`src/rtl/router_fifo.sv`:
```
// Per-destination output buffer of the 1x3 router: header-tagged byte FIFO
// that tracks the header-declared packet length during read-out.
module router_fifo #(
   parameter int DATA_W = 8,
   parameter int DEPTH  = 16,
   parameter int ADDR_W = 4
) (
   input  logic              clk,
   input  logic              rst,
   input  logic              sft_rst,
   input  logic              write_en,
   input  logic              lfd_state,
   input  logic [DATA_W-1:0] data_in,
   input  logic              read_en,
   output logic [DATA_W-1:0] data_out,
   output logic              full,
   output logic              empty,
   output logic              rd_busy
);

   localparam int PTR_W = ADDR_W + 1;
   localparam int CNT_W = DATA_W - 1;

   logic [DATA_W:0]   mem_q [DEPTH];
   logic [PTR_W-1:0]  wr_ptr_q, wr_ptr_d;
   logic [PTR_W-1:0]  rd_ptr_q, rd_ptr_d;
   logic [CNT_W-1:0]  cnt_q, cnt_d;
   logic [DATA_W-1:0] data_out_q, data_out_d;
   logic [DATA_W:0]   rd_word;
   logic              wr_fire, rd_fire, clr;

   assign clr     = !rst || sft_rst;
   assign empty   = (wr_ptr_q == rd_ptr_q);
   assign full    = (wr_ptr_q[ADDR_W] != rd_ptr_q[ADDR_W]) &&
                    (wr_ptr_q[ADDR_W-1:0] == rd_ptr_q[ADDR_W-1:0]);
   assign wr_fire = write_en && !full;
   assign rd_fire = read_en && !empty;
   assign rd_word = mem_q[rd_ptr_q[ADDR_W-1:0]];

   assign data_out = data_out_q;
   assign rd_busy  = (cnt_q != '0);

   always_comb begin
      wr_ptr_d   = wr_ptr_q;
      rd_ptr_d   = rd_ptr_q;
      cnt_d      = cnt_q;
      data_out_d = data_out_q;
      if (wr_fire) begin
         wr_ptr_d = wr_ptr_q + PTR_W'(1);
      end
      if (rd_fire) begin
         rd_ptr_d   = rd_ptr_q + PTR_W'(1);
         data_out_d = rd_word[DATA_W-1:0];
         // Header load counts payload bytes plus the trailing parity byte
         if (rd_word[DATA_W]) begin
            cnt_d = {1'b0, rd_word[DATA_W-1:2]} + CNT_W'(1);
         end else if (cnt_q != '0) begin
            cnt_d = cnt_q - CNT_W'(1);
         end
      end else if (cnt_q == '0) begin
         data_out_d = '0;
      end
   end

   always_ff @(posedge clk) begin
      if (clr) begin
         wr_ptr_q   <= '0;
         rd_ptr_q   <= '0;
         cnt_q      <= '0;
         data_out_q <= '0;
      end else begin
         wr_ptr_q   <= wr_ptr_d;
         rd_ptr_q   <= rd_ptr_d;
         cnt_q      <= cnt_d;
         data_out_q <= data_out_d;
      end
   end

   // Storage is never cleared; only the pointers define valid contents
   always_ff @(posedge clk) begin
      if (!clr && wr_fire) begin
         mem_q[wr_ptr_q[ADDR_W-1:0]] <= {lfd_state, data_in};
      end
   end

endmodule
```
`config.mk`:
```
export PLATFORM = sky130hd
export DESIGN_NAME = router_fifo
export DESIGN_NICKNAME = d
export VERILOG_FILES = /design/src/rtl/router_fifo.sv
export SDC_FILE = /design/constraint.sdc
export NUM_CORES = 1
export LEC_CHECK = 0
export ABC_CLOCK_PERIOD_IN_PS = 3300
export CAP_MARGIN = 15
export CORE_MARGIN = 3
export CORE_UTILIZATION = 55
export CTS_CLUSTER_SIZE = 20
export DETAILED_ROUTE_END_ITERATION = 10
export PLACE_DENSITY = 0.73
export SYNTH_ARGS = -nofsm -noshare
export SYNTH_HDL_FRONTEND = slang
export SYNTH_SLANG_ARGS = --single-unit
```
`constraint.sdc`:
```
create_clock -name clk -period 3.3 [get_ports clk]
set_input_delay 0.66 -clock clk [delete_from_list [all_inputs] [get_ports clk]]
set_output_delay 0.66 -clock clk [all_outputs]
set_load 0.01 [all_outputs]
```
======== After elaboration in Yosys (flattened, before gate mapping) ========
Memories as Yosys holds them, arrays and structs flattened. A register that Yosys moved wholly into a read port is not among the register bits.
Index checks and enable logic that the tools add are counted.
word-level totals
  output and inout port bits .............. 11
  logic and storage cells ................. 34
  register bits ........................... 25
  memories kept ........................... 1
  memory bits (writable) .................. 144
  input bits .............................. 14
cells by class
  mux-type cells .......................... 8
  equality and inequality tests ........... 3
  $add $sub $neg .......................... 4
  reductions and logical operators ........ 14
memory list
  name   depth  width  rd ports  clocked after Yosys merged registers in  wr ports  line  RTL
  mem_q  16     9      1         1                                        1         24    logic [DATA_W:0] mem_q [DEPTH];
operators with widths
  cell                   count
  $mux W8                2
  $mux W7                2
  $add A5 B1 Y5 const B  2
  $mux W4                2
  $add A6 B1 Y7 const B  1
  $logic_not A7 Y1       1
  $reduce_bool A7 Y1     1
  $sub A7 B1 Y7 const B  1
  $eq A5 B5 Y1           1
  $eq A4 B4 Y1           1
  $logic_and A1 B1 Y1    4
  $logic_not A1 Y1       4
  $reduce_bool A2 Y1     2
  $mux W1                2
  $reduce_and A2 Y1      1
  $logic_or A1 B1 Y1     1
  $ne A1 B1 Y1           1

======== Depth between registers and ports, before layout ========
Gate-level depths: netlist of the first run.
  depth in word-level cells ............... 7
  mapped depth ............................ 10
  gate-level depth less buffers ........... 8

======== Worst setup path before layout of the first run ========
OpenSTA, ideal clock, no wires.
  path type ............................... register to register
  start point ............................. register with a tool-made name
  end point ............................... register cnt_q[1]
  data required time ...................... 3214 ps
  library setup time ...................... 86 ps
  clock period less this slack ............ 2379 ps
  stages on the path, launching flop included .. 11
  arrival ................................. 2293 ps
  slack ................................... 921 ps
  buffers on the path ..................... 3
  cells stage by stage .................... dfxtp_1 -> buf_6 -> buf_4 -> buf_6 -> mux4_2 -> a22oi_1 -> nand2_1 -> ha_1 -> nor2_1 -> a31o_1 -> a211oi_1
RTL lines
  item                    line  RTL
  end signal: assignment  74    cnt_q <= cnt_d;
  end: declaration        27    logic [CNT_W-1:0] cnt_q, cnt_d;

======== Worst setup path in the final report of the first run ========
  start point ............................. register cnt_q[2]
  end point ............................... output rd_busy
on the way
  cells in the longest elaborated chain, start to end .. 1
RTL lines
  item                line  RTL
  $reduce_bool A7 Y1  41    assign rd_busy = (cnt_q != '0);
  end: declaration    18    output logic rd_busy
Every way passes these cells.

==> results.toml, run 1 <==
[worst_setup_path]
crit_path_max_fanout = 13
critPathKind = "register to output pin"
arrival_ps = 2230
start_kind = "register"
reg2reg_depth = 8
r2r_end = "cnt_q[2]"
rrSetupSlack_ps = 430
endpoint_kind = "output pin"
cp.required_ps = 2640

[routing]
wl_um = 14260
ant_nets = 0
detailedRoute.firstIterationViolations = 453
routedWlPerCell_um = 22.11
viasPerCell = 5.879
drc_errors = 0
first_pass_iters = 5
vias = 3792

[timing]
skew_ps = 6.196
maxSlewViolCount = 0
period_share = 0.8758
setup_viol = 0
final_hold_viol_count = 0
whs_ps = 476.0
fmax_mhz = 346.0
setup_tns_ps = 0
tightestPinTransition_ps = 1036
slew-limit-headroom = 0.3095
min_period_ps = 2890
rsz0062_at_grt = "false"

[min_path]
min_from = "data_out[5]"
whs_path_depth = 2
min_to = "data_out[5]"
hp-class = "register to register"

[cells_and_area]
syn2layout_area_growth_pct = 15.46
drive_gt1_frac = 0.2075
final_cell_mix = "edfxtp_1 (144), mux4_2 (31), nor2_1 (30)"
stdcell_count = 645
final_common_cell = "edfxtp_1"
n_antenna_cell = 0
final_nets = 486

[placed_design]
hpwl_um = 9406
post-place-cells = 613
gp_congestion = 0.8448
io_buffers = 24

[floorplan]
die-area_um2 = 14180
initial_core_util = 0.5735
placementRows = 40
fp.dieH_um = 119.1
core-area_um2 = 12260
fp.dieW_um = 119.1
io-pin-count = 25

[logic_synthesis]
synthesis.area_um2 = 7032
ys_warn_count = 0
synth_area_leaders = "edfxtp_1 (61%), mux4_2 (9.9%), dfxtp_1 (8.3%)"
synth_cell_type_count = 49
synth_nets = 436
syn_area_per_cell_um2 = 16.98
synthCells = 414
ys_seq_area_frac = 0.6975
synth.top_cell.area_share = 0.6149
ys_seq_elements = 173
synth_top_cell_by_area = "edfxtp_1"

[clock_tree]
clkSinkCount = 173
cts_tree = "yes"
clk_latency_ps = 430
cts.clk_slew.worst_paths_ps = 60
post-cts-setup-buffer-count = 0
cts_made_buffers = 17
postCtsResizedCells = 0
htreeDepth = 4
cts_root_buf = "clkbuf_16"
clockBufferDepth = 2
ctsHoldBuffers = 0

[pwr]
power_density_nw_per_um2 = 531.4
cellLeakagePower_nw = 2.601
total_power_mw = 4.314
ir_drop_v = 0.0003506

[global_route]
grt.total_usage = 0.2167
grt_pass1_wl_um = 22310
grt_pass1_vias = 3889
grt.overflow.total = 0
grt_max_degree = 26
grt_antenna_before_repair = 0

[run]
drv_cap = 0

[outcome]
outcome = "finished, final reports clean"
==> per-layer routing <==
metal	track usage	vias up	wire (µm)
met1	0.2808	1920	5639
li1	-	1740	-
met3	0.04606	16	927
met2	0.3621	116	7510
met4	0.08255	0	187
met5	0	-	0
==> worst max-delay path: stages, from the launching register on <==
cell and delay, ps:
dfxtp_1 350, nor4_1 460, and3_1 330, inv_2 160
clkdlybuf4s50_1 510
==> flip-flops by register name, indices dropped and copies added (netlist names), named ones only <==
name      flops
mem_q       144
cnt_q         7
data_out      8
rd_ptr_q      5
wr_ptr_q      5
==> worst max path at each step <==
stage / to / startpoint / slack [ps] / cells after the start
3_3_place_gp: cnt_q[1] / register / 510 / 8
5_1_grt: cnt_q[1] / register / 250 / 8
6_report: rd_busy / cnt_q[2] / 410 / 4
4_1_cts: cnt_q[2] / register / 400 / 8
3_5_place_dp: cnt_q[1] / register / 460 / 8
2_1_floorplan: cnt_q[1] / register / 920 / 10
==> power breakdown <==
part | internal (mW) | total [mW] | switching, mW
registers | 2.37 | 2.38 | 0.00749
logic | 0.0576 | 0.143 | 0.0859
clock network | 0.968 | 1.79 | 0.826
==> kinds of logic after synthesis <==
logic type,synth area share
xor gates and xnor gates,0.01868
AOI/OAI and AO/OA,0.05285
DFF,0.6975
buffers and inverters,0.02260
muxes,0.1269
and+or+nand+nor,0.06726
adders and majority gates,0.01424
==> Yosys cell counts, drive strengths merged <==
cell,number
edfxtp,144
mux4,38
nor2,30
dfxtp,29
nand2,25
nand3,17
a21oi,15
a22oi,13
buf,12
clkbuf,10
ha,8
xor2,8
inv,7
xnor2,7
nand2b,5
nand4,5
o21ai,5
nor3,4
nor2b,3
or4,3
a211oi,2
a21o,2
a221oi,2
a31o,2
and2,2
nor4,2
o21a,2
or3,2
a22o,1
a2bb2oi,1
a31oi,1
a32oi,1
and3,1
mux2i,1
nand4bb,1
o221a,1
o31ai,1
o41ai,1
==> layout make-up <==
class / count / area, µm²
fill: 861 / 4143
tap: 168 / 210.2
clock buffer: 17 / 425.4
clock inverter: 15 / 112.6
multi-input combinational: 212 / 1968
timing repair buffer: 53 / 470.5
inverter: 7 / 26.28
sequential: 173 / 4906
==> stage by stage <==
step	setup WS (ps)	instance area, µm²	utilization
6_report	409.8	8119	0.6621
5_1_grt	247.2	8119	0.6621
4_1_cts	398.4	8119	0.6621
3_5_place_dp	455.7	7581	0.6183
3_3_place_gp	505.9	7581	0.6183
2_1_floorplan	921.1	7032	-
Note: power is estimated with default switching activity, not from simulation.
==> run 2: changes to the inputs <==
--- a/config.mk
+++ b/config.mk
@@ -7,11 +7,13 @@
 export LEC_CHECK = 0
 export ABC_CLOCK_PERIOD_IN_PS = 3300
 export CAP_MARGIN = 15
+export CELL_PAD_IN_SITES_DETAIL_PLACEMENT = 0
+export CELL_PAD_IN_SITES_GLOBAL_PLACEMENT = 2
 export CORE_MARGIN = 3
-export CORE_UTILIZATION = 55
+export CORE_UTILIZATION = 46
 export CTS_CLUSTER_SIZE = 20
 export DETAILED_ROUTE_END_ITERATION = 10
-export PLACE_DENSITY = 0.73
+export PLACE_DENSITY = 0.79
 export SYNTH_ARGS = -nofsm -noshare
 export SYNTH_HDL_FRONTEND = slang
 export SYNTH_SLANG_ARGS = --single-unit
==> results.toml, run 2 (same netlist as run 1, synthesis figures left out) <==
[cells_and_area]
final_common_cell = "edfxtp_1"
syn2layout_area_growth_pct = 16.49
final_nets = 482
largest_register_ffs = 144
final_cell_mix = "edfxtp_1 (144), mux4_2 (31), nor2_1 (30)"
drive_gt1_frac = 0.1949
n_antenna_cell = 0
final_area_um2 = 8192
fill_cells = 1143

[pwr]
ir_drop_v = 0.0004686
p_int_mw = 3.698
clkPwrFrac = 0.452
switching_share = 0.1959
total_power_mw = 4.599
pwr-share-seq = 0.517
pwr-share-comb = 0.031
cellLeakagePower_nw = 2.618
switchingPower_mw = 0.9009
power_density_nw_per_um2 = 561.5

[clock_tree]
postCtsResizedCells = 0
cts_made_buffers = 17
clockBufferDepth = 2
ctsHoldBuffers = 0
htreeDepth = 4
clk_latency_ps = 430
clkSinkCount = 173
cts_root_buf = "clkbuf_16"
cts_tree = "yes"
cts.clk_slew.worst_paths_ps = 60
post-cts-setup-buffer-count = 0

[floorplan]
io-pin-count = 25
die-area_um2 = 16810
fp.dieH_um = 129.6
core-area_um2 = 14750
fp.dieW_um = 129.6
initial_core_util = 0.4766
placementRows = 44

[routing]
topRoutingLayerUsed = "met4"
wl_um = 14380
routedWlPerCell_um = 21.93
met1Wirelength_um = 6199
detailedRoute.firstIterationViolations = 251
vias = 3727
ant_nets = 0
viasPerCell = 5.681
first_pass_iters = 4
met2_length_um = 7081
wl_met3_um = 907
drc_errors = 0

[worst_setup_path]
crit_path_max_fanout = 13
endpoint_kind = "output pin"
crit_path_top_delay_cell = "clkdlybuf4s50_1"
max_stage_delay_ps = 510
start_kind = "register"
arrival_ps = 2210
cp_cell_sequence = "nor4_1, and3_1, inv_2, clkdlybuf4s50_1"
cp.required_ps = 2640
critPathKind = "register to output pin"
rrSetupSlack_ps = 630

[timing]
maxSlewViolCount = 0
fmax_mhz = 348.5
tightestPinTransition_ps = 1039
setup_tns_ps = 0
period_share = 0.8694
setup_viol = 0
final_hold_viol_count = 0
rsz0062_at_grt = "false"
skew_ps = 10.83
min_period_ps = 2869
setup_ws_ps = 430.9
slew-limit-headroom = 0.3077

[placed_design]
place_area_um2 = 7571
dp_worst_setup_slack_ps = 642.2
io_buffers = 24
gp_congestion = 0.7734
hpwl_um = 9560

[global_route]
grt_max_degree = 26
grt.overflow.total = 0
grt_antenna_before_repair = 0
grt_pass1_vias = 3890
grt_pass1_wl_um = 22600
grt.total_usage = 0.1869

[run]
drv_cap = 0

[min_path]
hp-class = "register to register"

[outcome]
outcome = "finished, final reports clean"
## run 2: cell types whose count changed in the layout (fill, tap and decap cells not counted), sizes merged
cell / delta
clkinvlp: -2
inv: -2
clkbuf: +1
bufinv: +4
clkinv: -2
buf: -4
## run 2: path summary, 6_finish.rpt
kind / from / endpoint / cells after the start
setup reg to reg: register / cnt_q[2] / 8
hold reg to reg: data_out[6] / data_out[6] / 2
setup / recovery: cnt_q[2] / rd_busy / 4
hold / removal: data_out[6] / data_out[6] / 2
## run 2: per-stage QoR
stage	hold WS, ps	util	instances
after CTS	477.2	0.5552	656
after floorplan	473.5	-	414
after detailed placement	466.9	0.5131	625
final	473.5	0.5552	656
after global placement	456.9	0.5131	625
after global routing	495.8	0.5552	656
## run 2: cell type report
type	instances	area (µm²)	share of cell area
multi-input combinational	212	1968	0.2403
sequential	173	4906	0.5989
clock buffer	18	429.2	0.05239
clock inverter	13	191.4	0.02337
inverter	7	26.28	0.003208
timing repair buffer	49	440.4	0.05377
tap	184	230.2	0.02810
## run 2: layer usage
metal | vias to the layer above | global-route usage
li1 | 1727 | -
met1 | 1881 | 0.2514
met2 | 105 | 0.3012
met3 | 14 | 0.04946
met4 | 0 | 0.05929
met5 | - | 0
## run 2: power groups by stage
stage | combinational [mW] | clock [mW] | sequential [mW]
6_report | 0.145 | 2.08 | 2.38
5_1_grt | 0.161 | 2.20 | 2.38
3_5_place_dp | 0.147 | 0 | 2.42
3_3_place_gp | 0.144 | 0 | 2.42
2_1_floorplan | 0.0824 | 0 | 2.42
4_1_cts | 0.148 | 2.12 | 2.38
## run 2: worst max-delay path: cells and delay by family, from the launching register on
kind	cells	cell delay, ps
buf+inv	2	660
flops	1	350
simple gates	2	780
